**src/rtl/div_seq.sv**
```systemverilog
`default_nettype none
// ============================================================================
// Module   : div_seq
// Purpose  : Multi-cycle radix-2 restoring divider for MIPS DIV/DIVU in EX.
//            Stalls the pipeline while busy and returns {remainder, quotient}.
// Revision : 1.0 - initial release
// ============================================================================
module div_seq #(
    parameter int WIDTH = 32,
    parameter int CNT_W = 6
) (
    input  logic                 clk,
    input  logic                 resetn,
    input  logic                 start,
    input  logic                 signed_div,
    input  logic [WIDTH-1:0]     a,
    input  logic [WIDTH-1:0]     b,
    input  logic                 annul,
    output logic                 stall_o,
    output logic                 ready_o,
    output logic [2*WIDTH-1:0]   result_o
);

    typedef enum logic [1:0] {
        S_IDLE    = 2'd0,
        S_ON      = 2'd1,
        S_DIVZERO = 2'd2,
        S_END     = 2'd3
    } state_t;

    state_t               r_state;
    logic [CNT_W-1:0]     r_cnt;
    logic [WIDTH-1:0]     r_rem;
    logic [WIDTH-1:0]     r_quo;
    logic [WIDTH-1:0]     r_dvs;
    logic                 r_sign_a;
    logic                 r_sign_q;
    logic                 r_signed;
    logic                 r_ready;
    logic [2*WIDTH-1:0]   r_result;

    logic [WIDTH-1:0]     w_abs_a;
    logic [WIDTH-1:0]     w_abs_b;
    logic [WIDTH:0]       w_shift;
    logic                 w_ge;
    logic [WIDTH-1:0]     w_diff;
    logic [WIDTH-1:0]     w_rem_nx;
    logic [WIDTH-1:0]     w_quo_nx;
    logic [WIDTH-1:0]     w_rem_fix;
    logic [WIDTH-1:0]     w_quo_fix;
    logic [WIDTH-1:0]     w_a_raw;
    logic                 w_last;

    assign w_abs_a = (signed_div && a[WIDTH-1]) ? -a : a;
    assign w_abs_b = (signed_div && b[WIDTH-1]) ? -b : b;

    // Shifted partial remainder needs one extra bit: it can reach 2*divisor-1.
    assign w_shift  = {r_rem, r_quo[WIDTH-1]};
    assign w_ge     = (w_shift >= {1'b0, r_dvs});
    assign w_diff   = w_shift[WIDTH-1:0] - r_dvs;
    assign w_rem_nx = w_ge ? w_diff : w_shift[WIDTH-1:0];
    assign w_quo_nx = {r_quo[WIDTH-2:0], w_ge};
    assign w_last   = (r_cnt == CNT_W'(WIDTH - 1));

    assign w_quo_fix = (r_signed && r_sign_q) ? -w_quo_nx : w_quo_nx;
    assign w_rem_fix = (r_signed && r_sign_a) ? -w_rem_nx : w_rem_nx;
    // r_quo still holds |a| in DIVZERO; negating again restores the raw dividend.
    assign w_a_raw   = (r_signed && r_sign_a) ? -r_quo : r_quo;

    always_ff @(posedge clk or negedge resetn) begin
        if (!resetn) begin
            r_state  <= S_IDLE;
            r_cnt    <= '0;
            r_rem    <= '0;
            r_quo    <= '0;
            r_dvs    <= '0;
            r_sign_a <= 1'b0;
            r_sign_q <= 1'b0;
            r_signed <= 1'b0;
            r_ready  <= 1'b0;
            r_result <= '0;
        end else begin
            r_ready <= 1'b0;
            if (annul) begin
                r_state <= S_IDLE;
            end else begin
                case (r_state)
                    S_IDLE: begin
                        if (start) begin
                            r_quo    <= w_abs_a;
                            r_dvs    <= w_abs_b;
                            r_rem    <= '0;
                            r_sign_a <= a[WIDTH-1];
                            r_sign_q <= a[WIDTH-1] ^ b[WIDTH-1];
                            r_signed <= signed_div;
                            r_cnt    <= '0;
                            r_state  <= (b == '0) ? S_DIVZERO : S_ON;
                        end
                    end
                    S_ON: begin
                        r_rem <= w_rem_nx;
                        r_quo <= w_quo_nx;
                        r_cnt <= r_cnt + 1'b1;
                        if (w_last) begin
                            r_state  <= S_END;
                            r_ready  <= 1'b1;
                            r_result <= {w_rem_fix, w_quo_fix};
                        end
                    end
                    S_DIVZERO: begin
                        r_state  <= S_END;
                        r_ready  <= 1'b1;
                        r_result <= {w_a_raw, {WIDTH{1'b1}}};
                    end
                    S_END: begin
                        r_state <= S_IDLE;
                    end
                    default: begin
                        r_state <= S_IDLE;
                    end
                endcase
            end
        end
    end

    assign stall_o  = resetn && !annul &&
                      (((r_state == S_IDLE) && start) ||
                       (r_state == S_ON) || (r_state == S_DIVZERO));
    assign ready_o  = r_ready;
    assign result_o = r_result;

endmodule
`default_nettype wire

```
**config.mk**
```make
export PLATFORM = sky130hd
export DESIGN_NAME = div_seq
export DESIGN_NICKNAME = d
export VERILOG_FILES = /design/src/rtl/div_seq.sv
export SDC_FILE = /design/constraint.sdc
export NUM_CORES = 1
export LEC_CHECK = 0
export ABC_CLOCK_PERIOD_IN_PS = 4300
export CORE_ASPECT_RATIO = 0.9
export CORE_MARGIN = 5
export CORE_UTILIZATION = 50
export CTS_CLUSTER_SIZE = 24
export DETAILED_ROUTE_END_ITERATION = 16
export PLACE_DENSITY = 0.74
export RECOVER_POWER = 100
export SETUP_SLACK_MARGIN = 0.3
export SLEW_MARGIN = 15
export SYNTH_ARGS = -nofsm -noshare
export SYNTH_HDL_FRONTEND = slang
export SYNTH_SLANG_ARGS = --single-unit
export TNS_END_PERCENT = 5
```
**constraint.sdc**
```tcl
create_clock -name clk -period 4.3 [get_ports clk]
set_input_delay 1.075 -clock clk [delete_from_list [all_inputs] [get_ports clk]]
set_output_delay 1.075 -clock clk [all_outputs]
set_load 0.01 [all_outputs]
```
==> results of run 1 <==
[worst min path at each step]
stage	end	slack (ns)
global route	result_o[35]	0.51
floorplan	r_dvs[10]	0.45
CTS	result_o[37]	0.49
global placement	r_dvs[25]	0.46
finish	result_o[37]	0.48
detailed placement	result_o[37]	0.47
[worst max-delay path: stages, from the launching register on]
cell and delay [ns]:
dfrtp_1 0.44, inv_1 0.12, ha_1 0.33, nor2b_1 0.22
o2111ai_1 0.18, a211o_1 0.34, a21bo_1 0.25, nand3_4 0.14
inv_4 0.05, mux2i_2 0.20, ha_2 0.23, nor4b_2 0.19
nand4_1 0.18, o41ai_4 0.09, buf_6 0.18, and2_4 0.16
a31oi_1 0.09, xnor2_1 0.15, a221o_1 0.31
[sequential cells by signal (all words and copies together) (netlist names)]
name,flops
r_cnt,6
r_dvs,32
r_quo,32
r_rem,32
r_sign_a,1
r_sign_q,1
r_signed,1
r_state,2
ready_o,1
result_o,64
[power groups by stage]
stage	clock network (mW)	logic [mW]	registers, mW
after floorplan	0	7.21	2.81
final	1.65	10.9	3.18
after CTS	1.64	10.2	3.12
after global routing	1.71	11.8	3.24
after detailed placement	0	10.0	3.15
after global placement	0	9.86	3.12
[what timing repair did]
action	CTS	global route
pin swaps	1	12
setup buffers	2	9
setup endpoints to repair	9	31
resized for setup	2	70
[synth_stat cells (all sizes together) (4+ instances only)]
master,number,area share
or3,35,0.017
dfrtp,172,0.33
a21o,13,0.0074
a21boi,8,0.0049
o41ai,8,0.0073
or2,4,0.0019
and2,18,0.0086
or4,11,0.0066
and3,11,0.0057
o21a,5,0.0029
nor4,27,0.014
mux2i,24,0.018
o21ai,185,0.070
inv,60,0.017
and4,7,0.0047
o31ai,14,0.0090
xnor2,97,0.065
a31o,6,0.0040
mux2,5,0.0043
o22ai,6,0.0029
a22o,5,0.0033
nand2b,5,0.0024
buf,17,0.0083
nor2,165,0.047
a31oi,30,0.015
a21oi,179,0.069
nand3,21,0.0090
nand2,216,0.062
ha,41,0.039
a211oi,13,0.0074
clkbuf,95,0.027
a221o,7,0.0053
nand3b,8,0.0046
nand4,19,0.0090
xor2,53,0.035
nor3b,5,0.0032
o211ai,8,0.0050
nor3,37,0.015
nor2b,6,0.0029
[through the flow]
step / power (mW) / area, sq um / worst slack (ns) / utilization
6_report: 15.7 / 16100 / 0.296 / 0.618
5_1_grt: 16.7 / 16100 / 0.0918 / 0.618
4_1_cts: 15.0 / 15600 / 0.272 / 0.602
3_5_place_dp: 13.2 / 15000 / 0.000681 / 0.577
3_3_place_gp: 13.0 / 15000 / 0.0178 / 0.577
2_1_floorplan: 10.0 / 13200 / 0.261 / -
[layout by cell type, fill, tap and decap left out, types with 6 or more instances in the layout]
master / instances
a211oi_1: 11
a21o_1: 13
a21oi_1: 175
a221o_1: 7
a31oi_1: 29
and2_1: 17
and3_1: 9
and4_1: 6
buf_4: 65
clkbuf_16: 17
clkdlybuf4s50_1: 67
dfrtp_1: 169
dlygate4sd3_1: 66
ha_1: 14
ha_2: 6
ha_4: 21
inv_1: 58
mux2i_1: 23
nand2_1: 214
nand3_1: 20
nand3b_1: 8
nand4_1: 19
nor2_1: 164
nor2b_1: 6
nor3_1: 35
nor4_1: 22
o211ai_1: 7
o21ai_0: 153
o21ai_1: 30
o22ai_1: 6
o31ai_1: 13
or3_1: 34
or4_1: 10
xnor2_1: 97
xor2_1: 53
[final cells by class]
class                      count  area share
sequential                   172       0.268
clock inverter                14      0.0105
tap                          348      0.0271
inverter                      60      0.0142
multi-input combinational   1342       0.534
clock buffer                  18      0.0274
timing repair buffer         206       0.119
[metal layers]
layer,vias up,GRT usage,part of all wire
li1,6222,-,-
met1,6275,0.416,0.46
met2,611,0.420,0.43
met3,58,0.0461,0.088
met4,0,0.0694,0.018
met5,-,0,0
[cells by family after synthesis]
| group | Yosys count |
|---|---|
| AO/OA/AOI/OAI | 518 |
| XOR/XNOR | 150 |
| adder cells (fa/ha/maj) | 42 |
| buffers and inverters | 172 |
| flip-flops | 172 |
| multiplexers | 29 |
| AND/OR/NAND/NOR | 603 |
==> run metrics, run 1 <==
filler cell count 2282; layout cell share with drive strength beyond 1 0.104; synthesized net count 1797; Sequential Power Share 0.203; wire length per cell 19.8 um; Crit Path Category reg -> reg; RSZ-0062 raised after global routing yes; # clock sinks 172; post-synth cell types 91; Data required, critical path 4.63 ns; Synth Area in XOR/XNOR 0.100; relative slew slack -0.608; CTS max path bufs 2; number of port buffers 134; Yosys warning count 0; CTS Hold Bufs 0; Layout Cells excl Fill 2160; dominant synthesized flop cell dfrtp_1; Initial DRC Count 1583; Max VDD drop 0.581 mV; I/O pins 135; All-Layer GR Usage 0.278; simple-gate share of the synthesized area 0.219; vias per cell 6.10; Final min period 4.00 ns; clock-pin slew on the worst setup and hold paths 0.08 ns; Die X 181 um; r2r worst-path depth 18; sw frac 0.498; worst-path fanout max 7; CTS tree yes; P&R area growth vs syn 22.2%; synthesized area per cell 7.79 sq um; synthesized cell area 0.0131 sq mm; RR Startpoint r_dvs[1]; number of buffers created by CTS 17; Clock Latency Late Sink 0.45 ns; placed instance count 2117; Worst Hold Margin 0.476 ns; Initial Util 0.505; origin of the worst setup path r_dvs[1]; gpl congestion 0.967; outcome complete, but fails checks; Antenna Cells 0; Comb pwr share 0.692; Hold Path Origin result_o[37]; total number of vias 13166; Worst Clk Skew 0.0130 ns; 1st-pass router iterations 6; grt total ovfl 0; failing checks max-capacitance violations, max-slew violations; global-route wire length before repair 66700 um; max-slew violations 71; worst min path class reg -> reg; LEAKAGE 6.53 nW; hold path cells 2; Syn Inst Count 1686; DRT Wirelength 42800 um; detailed-placement wirelength estimate 32000 um; Seq. cell area 0.00431 sq mm; compound-cell area share of the yosys netlist 0.237; Fmax 0.250 GHz; largest family of logic cells by synthesized area compound AO/OA/AOI/OAI gates; RR Endpoint result_o[50]; worst setup path endpoint result_o[50]; Routed Antenna Nets 0; vias in the first global route 12223; max-cap violations 2; initial antenna violation count 0; Clock Power Share 0.105; multi-input logic area 0.00857 sq mm; Pint 7.88 mW; Post-Synth Adder-Cell Area 0.0406; Total Negative Setup Slacks 0 ns; Worst Setup Start Kind flip-flop; cell row count 56; Layout Nets 1910; Fin. Hold Viols 0; Yosys reg bits 172; CP arrival 4.33 ns; largest net degree at the start of global routing 136; mux cell area share after synthesis 0.0226; final cycle utilization of the critical path 0.931; register area share after synthesis 0.328; Die H 164 um; CTS HTree Levels 4; Sw Pwr 7.81 mW; core footprint 0.0260 sq mm; Setup Viol. Count Final 0; P per Cell Area 977 mW/mm^2; die area 0.0296 sq mm; EDFF count, synth 0; Crit. End Element flip-flop; # DRC 0; root buffer cell clkbuf_16; worst-margin pin slew 2.41 ns; Synth async-reset ratio 1.00; R2R Setup Slk 0.30 ns
(Power assumes the default switching activity.)
==> run 2: changes to the inputs <==
--- a/config.mk
+++ b/config.mk
@@ -11,11 +11,11 @@
 export CORE_UTILIZATION = 50
 export CTS_CLUSTER_SIZE = 24
 export DETAILED_ROUTE_END_ITERATION = 16
-export PLACE_DENSITY = 0.74
+export PLACE_DENSITY = 0.7
 export RECOVER_POWER = 100
 export SETUP_SLACK_MARGIN = 0.3
 export SLEW_MARGIN = 15
 export SYNTH_ARGS = -nofsm -noshare
 export SYNTH_HDL_FRONTEND = slang
 export SYNTH_SLANG_ARGS = --single-unit
-export TNS_END_PERCENT = 5
+export TNS_END_PERCENT = 20
==> run metrics, run 2 (synthesized netlist as in run 1, its figures left out) <==
Setup Viol. Count Final 0 (unchanged); gpl congestion 1.00 (was 0.967); Post-DP Area 0.0150 sq mm (about the same); detailed-placement wirelength estimate 31800 um (was 32000 um); Fmax 0.246 GHz (was 0.250 GHz); Layout Cells excl Fill 2184 (was 2160); number of buffers created by CTS 17 (unchanged); CP arrival 4.36 ns (was 4.33 ns); max-slew violations 187 (was 71); worst-path fanout max 42 (was 7); CTS tree yes (unchanged); Initial Util 0.505 (unchanged); I/O pins 135 (unchanged); relative slew slack -0.406 (was -0.608); origin of the worst setup path r_dvs[28] (was r_dvs[1]); M3 GR Usage 0.0450 (was 0.0461); filler cell count 2314 (was 2282); CTS max path bufs 2 (unchanged); DRT Wirelength 42500 um (was 42800 um); worst-margin pin slew 2.11 ns (was 2.41 ns); total number of vias 13120 (was 13166); Worst Clk Skew 0.00801 ns (was 0.0130 ns); outcome complete, but fails checks (unchanged); vias per cell 6.01 (was 6.10); clock-pin slew on the worst setup and hold paths 0.07 ns (was 0.08 ns); P per Cell Area 991 mW/mm^2 (was 977 mW/mm^2); busiest grt layer met1 (was met2); number of port buffers 134 (unchanged); Clock Latency Late Sink 0.44 ns (was 0.45 ns); Fin. Hold Viols 0 (unchanged); grt total ovfl 0 (unchanged); vias in the first global route 12011 (was 12223); Worst Setup Start Kind flip-flop (unchanged); initial antenna violation count 0 (unchanged); Max VDD drop 0.571 mV (was 0.581 mV); GR met2 Demand/Resource 0.411 (was 0.420); cell row count 56 (unchanged); RR Startpoint r_dvs[28] (was r_dvs[1]); root buffer cell clkbuf_16 (unchanged); Crit Path Category reg -> reg (unchanged); sw frac 0.490 (was 0.498); Die H 164 um (unchanged); global-route wire length before repair 66400 um (was 66700 um); r2r worst-path depth 17 (was 18); worst stage delay on the critical path 0.38 ns (was 0.44 ns); Comb pwr share 0.705 (was 0.692); fin util 0.625 (was 0.618); # clock sinks 172 (unchanged); Crit path top cell by count a21oi_1; Die X 181 um (unchanged); Seq. cell area 0.00431 sq mm (about the same); largest net degree at the start of global routing 155 (was 136); Pint 8.20 mW (was 7.88 mW); P&R area growth vs syn 23.7% (was 22.2%); met1 GRT Util 0.427 (was 0.416); final cycle utilization of the critical path 0.944 (was 0.931); layout cell share with drive strength beyond 1 0.117 (was 0.104); die area 0.0296 sq mm (unchanged); Finished Cell Area 0.0162 sq mm (was 0.0161 sq mm); 1st-pass router iterations 5 (was 6); Total Negative Setup Slacks 0 ns (unchanged); commonest non-fill, non-tap cells in the layout nand2_1, a21oi_1, dfrtp_1, nor2_1, o21ai_0 (unchanged); core footprint 0.0260 sq mm (unchanged); Layout Nets 1935 (was 1910); failing checks max-capacitance violations, max-slew violations (unchanged); worst min path class in -> async (was reg -> reg); Antenna Cells 0 (unchanged); CTS HTree Levels 4 (unchanged); Routed Antenna Nets 0 (unchanged); Crit. End Element flip-flop (unchanged); placed instance count 2120 (was 2117); Data required, critical path 4.60 ns (was 4.63 ns); max-cap violations 2 (unchanged); CP max stage cell dfrtp_1 (unchanged); LEAKAGE 6.64 nW (was 6.53 nW); multi-input logic area 0.00859 sq mm (was 0.00857 sq mm); max reg flops 64 (unchanged); worst setup path endpoint result_o[24] (was result_o[50]); Clock Power Share 0.099 (was 0.105); commonest non-fill, non-tap cell in the layout nand2_1 (unchanged); Sequential Power Share 0.196 (was 0.203); RR Endpoint result_o[24] (was result_o[50]); RSZ-0062 raised after global routing yes (unchanged); R2R Setup Slk 0.24 ns (was 0.30 ns); critical path, cell by cell inv_1 > ha_4 > a21oi_1 > o21ai_2 > a2111oi_4 > and3_4 > nand3_4 > inv_4 > buf_12 > ha_1 > nor3b_1 > nand2_1 > nor4_4 > and2_1 > a21oi_1 > xnor2_1 > a21oi_1 (was inv_1 > ha_1 > nor2b_1 > o2111ai_1 > a211o_1 > a21bo_1 > nand3_4 > inv_4 > mux2i_2 > ha_2 > nor4b_2 > nand4_1 > o41ai_4 > buf_6 > and2_4 > a31oi_1 > xnor2_1 > a221o_1); Initial DRC Count 1661 (was 1583); Sw Pwr 7.90 mW (was 7.81 mW); wire length per cell 19.5 um (was 19.8 um); # DRC 0 (unchanged); All-Layer GR Usage 0.277 (was 0.278); Final min period 4.06 ns (was 4.00 ns)
-- run 2: cell types whose count changed in the layout (fill, tap and decap cells not counted), moves of 4 or more --
| cell | previous run | this run |
|---|---|---|
| dfrtp_1 | 169 | 165 |
| clkbuf_1 | 2 | 7 |
| buf_4 | 65 | 81 |
| o21ai_0 | 153 | 158 |
| dfrtp_2 | 3 | 7 |
| ha_1 | 14 | 18 |
| o21ai_1 | 30 | 25 |
-- run 2: worst min-delay path by stage --
stage / from / to / slack [ns] / depth (start not counted)
4_1_cts: resetn / r_dvs[14] / 0.48 / 1
6_report: resetn / r_dvs[14] / 0.47 / 1
2_1_floorplan: r_dvs[10] / r_dvs[10] / 0.45 / 2
5_1_grt: resetn / r_dvs[14] / 0.48 / 1
3_3_place_gp: result_o[40] / result_o[40] / 0.46 / 2
3_5_place_dp: result_o[35] / result_o[35] / 0.47 / 2
-- run 2: metal layers --
layer  wire length (um)  vias up
li1                   -     6277
met1              20000     6207
met2              18000      566
met3               3720       70
met4                746        0
met5                  0        -
-- run 2: metrics by stage --
step / hold WS [ns] / setup WS [ns] / power [mW]
global placement: 0.459 / 0.0944 / 13.1
detailed placement: 0.470 / 0.000631 / 13.2
global route: 0.476 / 0.0721 / 17.2
finish: 0.473 / 0.240 / 16.1
CTS: 0.482 / 0.294 / 15.2
floorplan: 0.450 / 0.261 / 10.0
-- run 2: power by group through the flow --
stage / Combinational [mW] / Clock [mW] / Sequential (mW)
CTS: 10.5 / 1.60 / 3.12
detailed placement: 10.1 / 0 / 3.14
global placement: 9.98 / 0 / 3.11
global route: 12.3 / 1.67 / 3.23
finish: 11.3 / 1.60 / 3.15
floorplan: 7.21 / 0 / 2.81
-- run 2: layout make-up --
cell class	instances	area share
Tap cell	348	0.0268
Inverter	60	0.0140
Multi-Input combinational cell	1342	0.529
Timing Repair Buffer	231	0.129
Clock inverter	13	0.00971
Sequential cell	172	0.266
Clock buffer	18	0.0264
-- run 2: critical path: cells and delay by family, from the launching register on --
| kind | cells | cell delay, ns |
|---|---|---|
| AND/OR/NAND/NOR | 6 | 1.45 |
| flip-flops | 1 | 0.38 |
| adder cells (fa/ha/maj) | 2 | 0.46 |
| buffers and inverters | 3 | 0.48 |
| XOR/XNOR | 1 | 0.20 |
| AO/OA/AOI/OAI | 5 | 0.93 |
-- run 2: what timing repair did --
action / 4_1_cts / 5_1_grt
setup endpoints to repair: 10 / 27
hold endpoints to repair: 0 / 0
gates resized for setup: 31 / 52
pin swaps: 7 / 21
buffers inserted: 6 / 26
cloned: 0 / 1
hold buffers: 0 / 0
==> run 3: changes to the inputs <==
--- a/config.mk
+++ b/config.mk
@@ -11,6 +11,7 @@
 export CORE_UTILIZATION = 50
 export CTS_CLUSTER_SIZE = 24
 export DETAILED_ROUTE_END_ITERATION = 16
+export GPL_ROUTABILITY_DRIVEN = 0
 export PLACE_DENSITY = 0.7
 export RECOVER_POWER = 100
 export SETUP_SLACK_MARGIN = 0.3
==> run metrics, run 3 (synthesized netlist as in run 1, its figures left out) <==
outcome finished, final reports clean (was complete, but fails checks); worst-margin pin slew 1.42 ns (was 2.11 ns); wire length per cell 19.4 um (was 19.5 um); initial antenna violation count 0 (unchanged); root buffer cell clkbuf_16 (unchanged); Fmax 0.251 GHz (was 0.246 GHz); relative slew slack 0.0559 (was -0.406); total number of vias 13094 (was 13120); # clock sinks 172 (unchanged); fin util 0.624 (was 0.625); Layout Nets 1916 (was 1935); CTS HTree Levels 4 (unchanged); Worst Clk Skew 0.0123 ns (was 0.00801 ns); filler cell count 2253 (was 2314); Setup Viol. Count Final 0 (unchanged); Critical path buffers and inverters 2 (was 3); vias in the first global route 12051 (was 12011); hold path cells 2; core footprint 0.0260 sq mm (unchanged); R2R Setup Slk 0.31 ns (was 0.24 ns); Max VDD drop 0.557 mV (was 0.571 mV); detailed-placement wirelength estimate 30800 um (was 31800 um); # DRC 0 (unchanged); Initial Util 0.505 (unchanged); cell row count 56 (unchanged); final cycle utilization of the critical path 0.927 (was 0.944); LEAKAGE 6.56 nW (was 6.64 nW); Die H 164 um (unchanged); Fin. Hold Viols 0 (unchanged); largest net degree at the start of global routing 156 (was 155); Die X 181 um (unchanged); grt total ovfl 0 (unchanged); global-route wire length before repair 65300 um (was 66400 um); CP max stage cell fa_1 (was dfrtp_1); Hold Path End result_o[40]; Data required, critical path 4.65 ns (was 4.60 ns); Hold Path Origin result_o[40]; CTS tree yes (unchanged); CP arrival 4.33 ns (was 4.36 ns); Crit path top cell by count a21o_1 (was a21oi_1); commonest non-fill, non-tap cells in the layout nand2_1, a21oi_1, nor2_1, dfrtp_1, o21ai_0 (was nand2_1, a21oi_1, dfrtp_1, nor2_1, o21ai_0); RR Startpoint r_quo[31] (was r_dvs[28]); worst-path fanout max 5 (was 42); Crit. path cell count 15 (was 17); Antenna Cells 0 (unchanged); Crit. End Element flip-flop (unchanged); Initial DRC Count 1707 (was 1661); RR Endpoint result_o[61] (was result_o[24]); Routed Antenna Nets 0 (unchanged); DRT Wirelength 42100 um (was 42500 um); commonest non-fill, non-tap cell in the layout nand2_1 (unchanged); All-Layer GR Usage 0.272 (was 0.277); max reg flops 64 (unchanged); Worst Setup Start Kind flip-flop (unchanged); vias per cell 6.05 (was 6.01); Finished Cell Area 0.0162 sq mm (about the same); max-slew violations 0 (was 187); Final min period 3.99 ns (was 4.06 ns); Post-DP Area 0.0150 sq mm (about the same); CTS max path bufs 2 (unchanged); critical path, cell by cell inv_2 > ha_1 > inv_1 > fa_1 > a21o_1 > a211oi_1 > o22ai_1 > a21o_1 > a2111o_1 > nand3b_1 > a21boi_2 > and2_1 > nor3b_1 > mux2_1 > o31ai_1 (was inv_1 > ha_4 > a21oi_1 > o21ai_2 > a2111oi_4 > and3_4 > nand3_4 > inv_4 > buf_12 > ha_1 > nor3b_1 > nand2_1 > nor4_4 > and2_1 > a21oi_1 > xnor2_1 > a21oi_1); worst stage delay on the critical path 0.43 ns (was 0.38 ns); 1st-pass router iterations 6 (was 5); I/O pins 135 (unchanged); P&R area growth vs syn 23.4% (was 23.7%); max-cap violations 0 (was 2); CTS Hold Bufs 0 (unchanged); layout cell share with drive strength beyond 1 0.116 (was 0.117); crit-path leading delay family compound AO/OA/AOI/OAI gates (was simple AND/OR/NAND/NOR gates); number of buffers created by CTS 17 (unchanged); total power 16.0 mW (was 16.1 mW); P per Cell Area 989 mW/mm^2 (was 991 mW/mm^2); r2r worst-path depth 15 (was 17); Clock Latency Late Sink 0.44 ns (about the same); pre-CTS WS -0.0753 ns (was 0.000631 ns); clock-pin slew on the worst setup and hold paths 0.07 ns (about the same); die area 0.0296 sq mm (unchanged); worst min path class reg -> reg (was in -> async); Final WS setup 0.314 ns (was 0.240 ns); Crit Path Category reg -> reg (unchanged); Total Negative Setup Slacks 0 ns (unchanged); RSZ-0062 raised after global routing yes (unchanged); number of port buffers 134 (unchanged)
[run 3: cell types whose count changed in the layout (fill, tap and decap cells not counted), moves of 3 or more]
cell,previous run,this run
inv_1,57,53
buf_4,81,63
ha_1,18,10
inv_8,2,5
clkbuf_1,7,4
inv_2,2,6
ha_4,18,26
[run 3: worst min-delay path: cells and delay by family, from the launching register on]
kind / cells / cell delay (ns)
simple gates: 2 / 0.11
flops: 1 / 0.34
[run 3: metrics by stage]
stage / hold WS [ns] / cells
after CTS: 0.470 / 2143
after global routing: 0.505 / 2166
after detailed placement: 0.467 / 2110
final: 0.478 / 2166
after floorplan: 0.450 / 1686
after global placement: 0.464 / 2110
[run 3: worst max-delay path by stage]
stage,from,endpoint,slack [ns]
after floorplan,r_rem[9],result_o[50],0.26
after global placement,a[8],r_quo[29],0.05
after detailed placement,a[8],r_quo[29],-0.08
after CTS,r_rem[25],result_o[50],0.29
after global routing,r_rem[7],result_o[28],0.10
final,r_quo[31],result_o[61],0.31
[run 3: cell type report]
cell class	instances	area (sq um)	share of cell area
well taps	348	435	0.0269
multi-input cells	1342	8680	0.536
flip-flops and latches	172	4320	0.266
clock inverters	15	180	0.0111
inverters	60	228	0.0140
repair buffers	212	1940	0.120
clock buffers	17	425	0.0262
[run 3: routing by layer]
metal  up-vias  wire length (um)  GRT usage
li1       6219                 -          -
met1      6221             19500      0.416
met3        74              3420     0.0399
met2       580             18200      0.401
met5         -                 0          0
met4         0              1020     0.0770
[run 3: report_power, final]
group	switching (mW)	internal, mW	total [mW]
clock	0.769	0.883	1.65
sequential	0.874	2.28	3.16
combinational	6.28	4.94	11.2
[run 3: what timing repair did]
item | in CTS | in global routing
pin swaps | 6 | 23
endpoints found under the setup margin | 8 | 26
gates resized for setup | 25 | 79
setup buffers | 1 | 23
